$ cat src/rtl/avalon_pio_od.sv
// rtl/avalon_pio_od.sv - Avalon-MM PIO with push-pull/open-drain pins, edge capture and IRQ (optional set/clear registers: AVALON_PIO_OD_BITSET_EN)
module avalon_pio_od #(
    parameter int               WIDTH       = 4,
    parameter logic [WIDTH-1:0] RESET_VALUE = '0,
    parameter bit               OPEN_DRAIN  = 1'b0,
    parameter int               SYNC_STAGES = 2,
    parameter int               EDGE_TYPE   = 1
) (
    input  logic             clk,
    input  logic             reset_n,
    input  logic [2:0]       address,
    input  logic             chipselect,
    input  logic             write_n,
    input  logic [WIDTH-1:0] writedata,
    output logic [WIDTH-1:0] readdata,
    input  logic [WIDTH-1:0] pin_in,
    output logic [WIDTH-1:0] pin_out,
    output logic [WIDTH-1:0] pin_oe,
    output logic             irq
);

    // Edge detection is enabled only once the synchroniser and prev have
    // been refilled from the live pad value after reset.
    localparam logic [2:0] ARM_MAX = 3'(SYNC_STAGES + 1);

    logic [WIDTH-1:0] r_data_out;
    logic [WIDTH-1:0] r_dir;
    logic [WIDTH-1:0] r_irq_mask;
    logic [WIDTH-1:0] r_edge_cap;
    logic [WIDTH-1:0] r_sync [SYNC_STAGES];
    logic [WIDTH-1:0] r_prev;
    logic [2:0]       r_arm;
    logic             r_irq;

    logic             w_wr;
    logic [WIDTH-1:0] w_sync_q;
    logic [WIDTH-1:0] w_rise;
    logic [WIDTH-1:0] w_fall;
    logic [WIDTH-1:0] w_edge_raw;
    logic [WIDTH-1:0] w_edges;
    logic             w_armed;
    logic [WIDTH-1:0] w_cap_clr;

    assign w_wr     = chipselect & ~write_n;
    assign w_sync_q = r_sync[SYNC_STAGES-1];
    assign w_rise   = w_sync_q & ~r_prev;
    assign w_fall   = ~w_sync_q & r_prev;
    assign w_armed  = (r_arm == ARM_MAX);

    generate
        if (EDGE_TYPE == 0) begin : g_edge_rise
            assign w_edge_raw = w_rise;
        end else if (EDGE_TYPE == 1) begin : g_edge_fall
            assign w_edge_raw = w_fall;
        end else begin : g_edge_any
            assign w_edge_raw = w_rise | w_fall;
        end
    endgenerate

    assign w_edges   = w_armed ? w_edge_raw : '0;
    assign w_cap_clr = (w_wr && address == 3'd3) ? writedata : '0;

    // Output data register, with optional atomic set/clear aliases
    always_ff @(posedge clk or negedge reset_n) begin
        if (!reset_n) begin
            r_data_out <= RESET_VALUE;
        end else if (w_wr && address == 3'd0) begin
            r_data_out <= writedata;
`ifdef AVALON_PIO_OD_BITSET_EN
        end else if (w_wr && address == 3'd4) begin
            r_data_out <= r_data_out | writedata;
        end else if (w_wr && address == 3'd5) begin
            r_data_out <= r_data_out & ~writedata;
`endif
        end
    end

    // Direction and interrupt mask registers
    always_ff @(posedge clk or negedge reset_n) begin
        if (!reset_n) begin
            r_dir      <= '0;
            r_irq_mask <= '0;
        end else begin
            if (w_wr && address == 3'd1) r_dir      <= writedata;
            if (w_wr && address == 3'd2) r_irq_mask <= writedata;
        end
    end

    // Pad input synchroniser chain and one-cycle delayed copy for edge detect
    always_ff @(posedge clk or negedge reset_n) begin
        if (!reset_n) begin
            for (int i = 0; i < SYNC_STAGES; i++) r_sync[i] <= '0;
            r_prev <= '0;
        end else begin
            r_sync[0] <= pin_in;
            for (int i = 1; i < SYNC_STAGES; i++) r_sync[i] <= r_sync[i-1];
            r_prev <= w_sync_q;
        end
    end

    // Saturating arm counter that masks false edges right after reset
    always_ff @(posedge clk or negedge reset_n) begin
        if (!reset_n) begin
            r_arm <= '0;
        end else if (!w_armed) begin
            r_arm <= r_arm + 3'd1;
        end
    end

    // Edge capture: write-1-to-clear, a new edge in the same cycle wins
    always_ff @(posedge clk or negedge reset_n) begin
        if (!reset_n) begin
            r_edge_cap <= '0;
        end else begin
            r_edge_cap <= (r_edge_cap & ~w_cap_clr) | w_edges;
        end
    end

    // Registered level interrupt from masked captured edges
    always_ff @(posedge clk or negedge reset_n) begin
        if (!reset_n) begin
            r_irq <= 1'b0;
        end else begin
            r_irq <= |(r_edge_cap & r_irq_mask);
        end
    end

    // Zero-wait-state read mux; address 0 returns the synchronised pads
    always_comb begin
        readdata = '0;
        case (address)
            3'd0:    readdata = w_sync_q;
            3'd1:    readdata = r_dir;
            3'd2:    readdata = r_irq_mask;
            3'd3:    readdata = r_edge_cap;
            default: readdata = '0;
        endcase
    end

    generate
        if (OPEN_DRAIN) begin : g_od
            // Only ever drive low; a 1 in data_out releases the line
            assign pin_out = '0;
            assign pin_oe  = ~r_data_out;
        end else begin : g_pp
            assign pin_out = r_data_out;
            assign pin_oe  = r_dir;
        end
    endgenerate

    assign irq = r_irq;

endmodule

$ cat config.mk
export PLATFORM = sky130hd
export DESIGN_NAME = avalon_pio_od
export DESIGN_NICKNAME = d
export VERILOG_FILES = /design/src/rtl/avalon_pio_od.sv
export SDC_FILE = /design/constraint.sdc
export NUM_CORES = 1
export LEC_CHECK = 0
export ABC_AREA = 1
export ABC_CLOCK_PERIOD_IN_PS = 2590
export BUFFER_PORTS_ARGS = -buffer_cell sky130_fd_sc_hd__clkbuf_2
export CAP_MARGIN = 25
export CORE_MARGIN = 2
export CORE_UTILIZATION = 44
export DETAILED_ROUTE_END_ITERATION = 10
export GPL_ROUTABILITY_DRIVEN = 0
export PLACE_DENSITY_LB_ADDON = 0.2
export SLEW_MARGIN = 30
export SYNTH_ARGS = -nofsm -noshare
export SYNTH_HDL_FRONTEND = slang
export SYNTH_SLANG_ARGS = --single-unit
$ cat constraint.sdc
create_clock -name clk -period 2.59 [get_ports clk]
set_input_delay 0.3885 -clock clk [delete_from_list [all_inputs] [get_ports clk]]
set_output_delay 0.3885 -clock clk [all_outputs]
set_load 0.02 [all_outputs]
After elaboration in Yosys (flattened, before gate mapping)
Cells that the tools add are included.
Cells by class
  $add $sub $neg: 1
  multiply operators: 0
  divide/modulo/power cells: 0
  magnitude comparators: 0
  equal/unequal tests: 4
  shift operators: 0
  mux-type cells: 3
  bitwise gates (word level): 8
  reduce and logical (&&, ||, !) cells: 6
Operators with widths (number)
  4-bit one-hot mux with 4 select lines: 1
  4-bit AND: 3
  3-bit by 2-bit == test with 1-bit output, second input constant: 3
  4-bit two-way mux: 2
  4-bit NOT: 2
  1-bit logical AND: 4
  4-bit OR: 1
  4-bit OR reduction: 1
  3-bit by 1-bit adder with 3-bit output, second input constant: 1
  3-bit by 1-bit == test with 1-bit output, second input constant: 1
  3-bit zero test: 1
  1-bit AND: 1
  1-bit NOT: 1
Storage, ports and cells
  bits in registers: 32
  latch bits: 0
  RAM bits: 0
  bits in read-only memories: 0
  input port bits: 15
  output and inout port bits: 13
  word-level logic and storage cells: 31
  memories: 0

Depth between registers and ports, before layout
  depth after elaboration: 7
  gate-level depth with buffers: 6
  mapped depth without buffers: 6

Worst setup path before layout
No wires, ideal clock.
  path kind: input-to-output
  start point: input address[0]
  end point: output readdata[0]
  arrival time: 0.981 ns
  required time: 2.202 ns
  setup slack: 1.221 ns
  stages: 6
  buffers on the path: 1
  path through: nor2_2 buf_6 nand3_1 nand2_1 inv_1 nand2_1
Between the ends
  word-level cells in the longest chain between the ends: 2
  elaborated cells on any way between the ends: 5
  classes of those cells: eq/ne: 3; mux: 1; reduce/logical: 1
Ends and longest elaborated chain
  start, declared: line 11  | input logic [2:0] address,
  3-bit by 2-bit == test with 1-bit output, or another cell as far along: line 131  | case (address)
  4-bit one-hot mux with 4 select lines (*): line 131
  end, declared: line 15  | output logic [WIDTH-1:0] readdata,
Every way passes the cells marked *; elsewhere a longest branch is shown, timed or not.

Worst setup path after layout
  start point: input address[0]
  end point: output readdata[1]
The elaborated chain is that of the path after synthesis.

==> results_dict.tcl <==
set metrics [dict create \
    pin_count 28 \
    synth_cells 156 \
    holdCritPathClass "in2async" \
    pin_count_of_the_biggest_net_entering_global_routing 33 \
    fin_worst_hold_slack_ns 0.1127 \
    start_util_pct 47.18 \
    totalNegativeSetupSlack_ns 0 \
    setup_viol 0 \
    critPathCaptureType "output pin" \
    power.switching_w 0.0003309 \
    synth-seq-area-share_pct 54.70 \
    synth_warnings 0 \
    drt_iter0_markers 118 \
    synthDominantCellAreaShare_pct 54.70 \
    initial_antenna_violation_count 0 \
    worst-slew-pin-transition_ns 0.7656 \
    top_post_synthesis_cells_by_area "dfrtp_1 55%, nand2_1 17%, nand3_1 4.1%" \
    avgViaCountPerCell 4.891 \
    reg2reg_slack_ns 1.24 \
    synth.cell_area_sq_um 1464 \
    vdd.ir_drop.worst_uv 319.0 \
    die_area_sq_um 3804 \
    cts.clk_slew.worst_paths_ns 0.09 \
    synthesis.nets 173 \
    maxClockFrequency_mhz 506.8 \
    first_global_vias 1058 \
    mapped_avg_cell_area_sq_um 9.384 \
    finalHoldViolCount 0 \
    flow.area_growth_from_synthesis_pct 12.73 \
    drc 0 \
    postCtsHoldBufs 0 \
    tritoncts "yes" \
    antenna_cells 0 \
    source_to_sink_clock_delay_at_the_later_pin_of_the_worst_skew_pair_ns 0.34 \
    num-nets-final 202 \
    drt_pre_antenna_iters 4 \
    route.antenna.remaining_nets 0 \
    numCtsBuffers 5 \
    clock_skew_ns 0.01140 \
    post-dp-hpwl_microns 2091 \
    timing_worst_setup_path_type "in2out" \
    maxSlewHeadroom_pct 48.96 \
    filler_cell_count 317 \
    pwr-share-comb_pct 19.3 \
    rows 20 \
    core_region_area_sq_um 3103 \
    power.leakage_nw 0.8391 \
    share_clk_of_total_power_pct 24.5 \
    synth_cell_types 20 \
    drive_above_1_share_pct 24.86 \
    groute.usage.overall_pct 18.29 \
    fp.dieW_microns 61.68 \
    dr_total_vias 1120 \
    avgRoutedWirePerCell_microns 12.21 \
    status "finished, final reports clean" \
    synth_largest_area_cell "dfrtp_1" \
    power.density_cell_area_nw_per_um2 637.4 \
    internal_power_w 0.0007209 \
    global_route_wire_length_before_repair_microns 4809 \
    root_buffer "clkbuf_4" \
    ys_seq_elements 32 \
    cts_num_sinks 32 \
    finalWorstPathRequiredPeriod_ns 1.973 \
    power_switching_share_pct 31.46 \
    timing_max_transition_violations_final 0 \
    gr-total-overflow 0 \
    cts.repair.resized 0 \
    cp_launch_type "primary input" \
    drt-total-wl_microns 2797 \
    critPathMaxFanout 12 \
    port_buffers 27 \
    chipHeight_microns 61.68 \
    htreeDepth 2 \
    timing.max_cap.violations 0 \
    post-route-period-util_pct 76.18 \
    timing.critical_path.required_ns 2.20 \
    post-cts-setup-buffer-count 0 \
    worst-endpoint-arrival_ns 1.58 \
    cts-root-to-sink-buffers 2 \
    rsz0062_at_grt "no" \
    sequentialPowerShare_pct 56.2 \
]
==> power groups by stage <==
stage               Clock, W  Combinational [W]  Sequential [W]
floorplan                  0          0.0000953        0.000630
global placement           0           0.000202        0.000599
detailed placement         0           0.000206        0.000602
CTS                 0.000266           0.000207        0.000592
global route        0.000291           0.000228        0.000598
finish              0.000258           0.000203        0.000591
==> state kept, by name, indices dropped and copies added (netlist names) <==
name and flops:
r_irq_mask 4, pin_out 4, irq 1, pin_oe 4, r_arm 3, w_sync_q 4, r_sync 4, r_prev 4
r_edge_cap 4
==> per-stage QoR <==
| stage | std cells | setup slack, ns | total power [W] | utilization (%) | instance area (sq um) |
|---|---|---|---|---|---|
| 3_3_place_gp | 222 | 0.6918 | 0.0008008 | 51.69 | 1604 |
| 5_1_grt | 229 | 0.4989 | 0.001117 | 53.19 | 1650 |
| 6_report | 229 | 0.6169 | 0.001052 | 53.19 | 1650 |
| 4_1_cts | 229 | 0.6300 | 0.001066 | 53.19 | 1650 |
| 2_1_floorplan | 156 | 1.221 | 0.0007253 | - | 1464 |
| 3_5_place_dp | 222 | 0.6357 | 0.0008077 | 51.69 | 1604 |
==> synth_stat cells <==
| cell type | count |
|---|---|
| nand3_1 | 12 |
| inv_2 | 2 |
| xnor2_1 | 1 |
| dfrtp_1 | 32 |
| nor2_1 | 1 |
| o21ai_0 | 1 |
| nand3_4 | 2 |
| buf_6 | 4 |
| ha_1 | 2 |
| inv_6 | 1 |
| nand3b_1 | 4 |
| nor2_8 | 1 |
| nor2_2 | 2 |
| buf_2 | 1 |
| inv_1 | 10 |
| nand4_1 | 9 |
| mux2_2 | 1 |
| nor2_4 | 3 |
| nand3_2 | 1 |
| nand2_1 | 66 |
==> worst max-delay path: stages <==
cell	delay, ns
clkbuf_2	0.18
nor2_2	0.50
nand3_1	0.16
nand2_1	0.10
inv_1	0.04
nand2_1	0.05
clkbuf_2	0.16
==> placed cells by master, fill, tap and decap left out <==
cell,instances
nor2_1,1
o21ai_0,1
nand2_1,66
nand3b_1,4
dfrtp_1,32
nand4_1,9
xnor2_1,1
nand3_2,1
nor2_8,1
nor2_2,2
inv_2,2
clkbuf_2,27
inv_6,1
nand3_4,2
nand3_1,12
inv_1,10
clkbuf_1,1
ha_1,2
mux2_2,1
clkbuf_4,5
clkinv_2,1
nor2_4,3
==> area by class of cell <==
type,count,area (sq um),share of cell area (%)
Sequential cell,32,800.8,48.52
Clock buffer,6,41.29,2.502
Inverter,13,53.80,3.260
Clock inverter,1,5.005,0.3033
Timing Repair Buffer,27,135.1,8.188
Tap cell,44,55.05,3.336
Multi-Input combinational cell,106,559.3,33.89
==> final timing paths <==
| kind | from | end | cells past startpoint |
|---|---|---|---|
| min in group clk | pin_in[1] | r_sync[5]$_DFF_PN0_ | 1 |
| hold reg to reg | r_sync[4]$_DFF_PN0_ | w_sync_q[0]$_DFF_PN0_ | 0 |
| setup / recovery | address[0] | readdata[1] | 7 |
| setup reg to reg | r_arm[0]$_DFFE_PN0N_ | r_arm[1]$_DFFE_PN0N_ | 3 |
| max in group asynchronous | reset_n | pin_out[0]$_DFFE_PN0P_ | 1 |
| hold / removal | reset_n | r_arm[1]$_DFFE_PN0N_ | 1 |
==> per-layer routing <==
metal,global-route usage (%),part of all wire [%],routed length (microns),up-vias
li1,-,-,-,551
met2,27.52,47,1315,33
met1,23.95,45,1261,529
met3,4.412,5.3,148,7
met4,10.94,2.6,72,0
met5,0,0,0,-
==> kinds of logic after synthesis <==
group,share of synthesized area (%)
AND/OR/NAND/NOR,34.79
flip-flops,54.70
buffers and inverters,7.094
adder cells (fa/ha/maj),1.709
AO/OA/AOI/OAI,0.3416
XOR/XNOR,0.5984
multiplexers,0.7692
(Power assumes the default switching activity.)
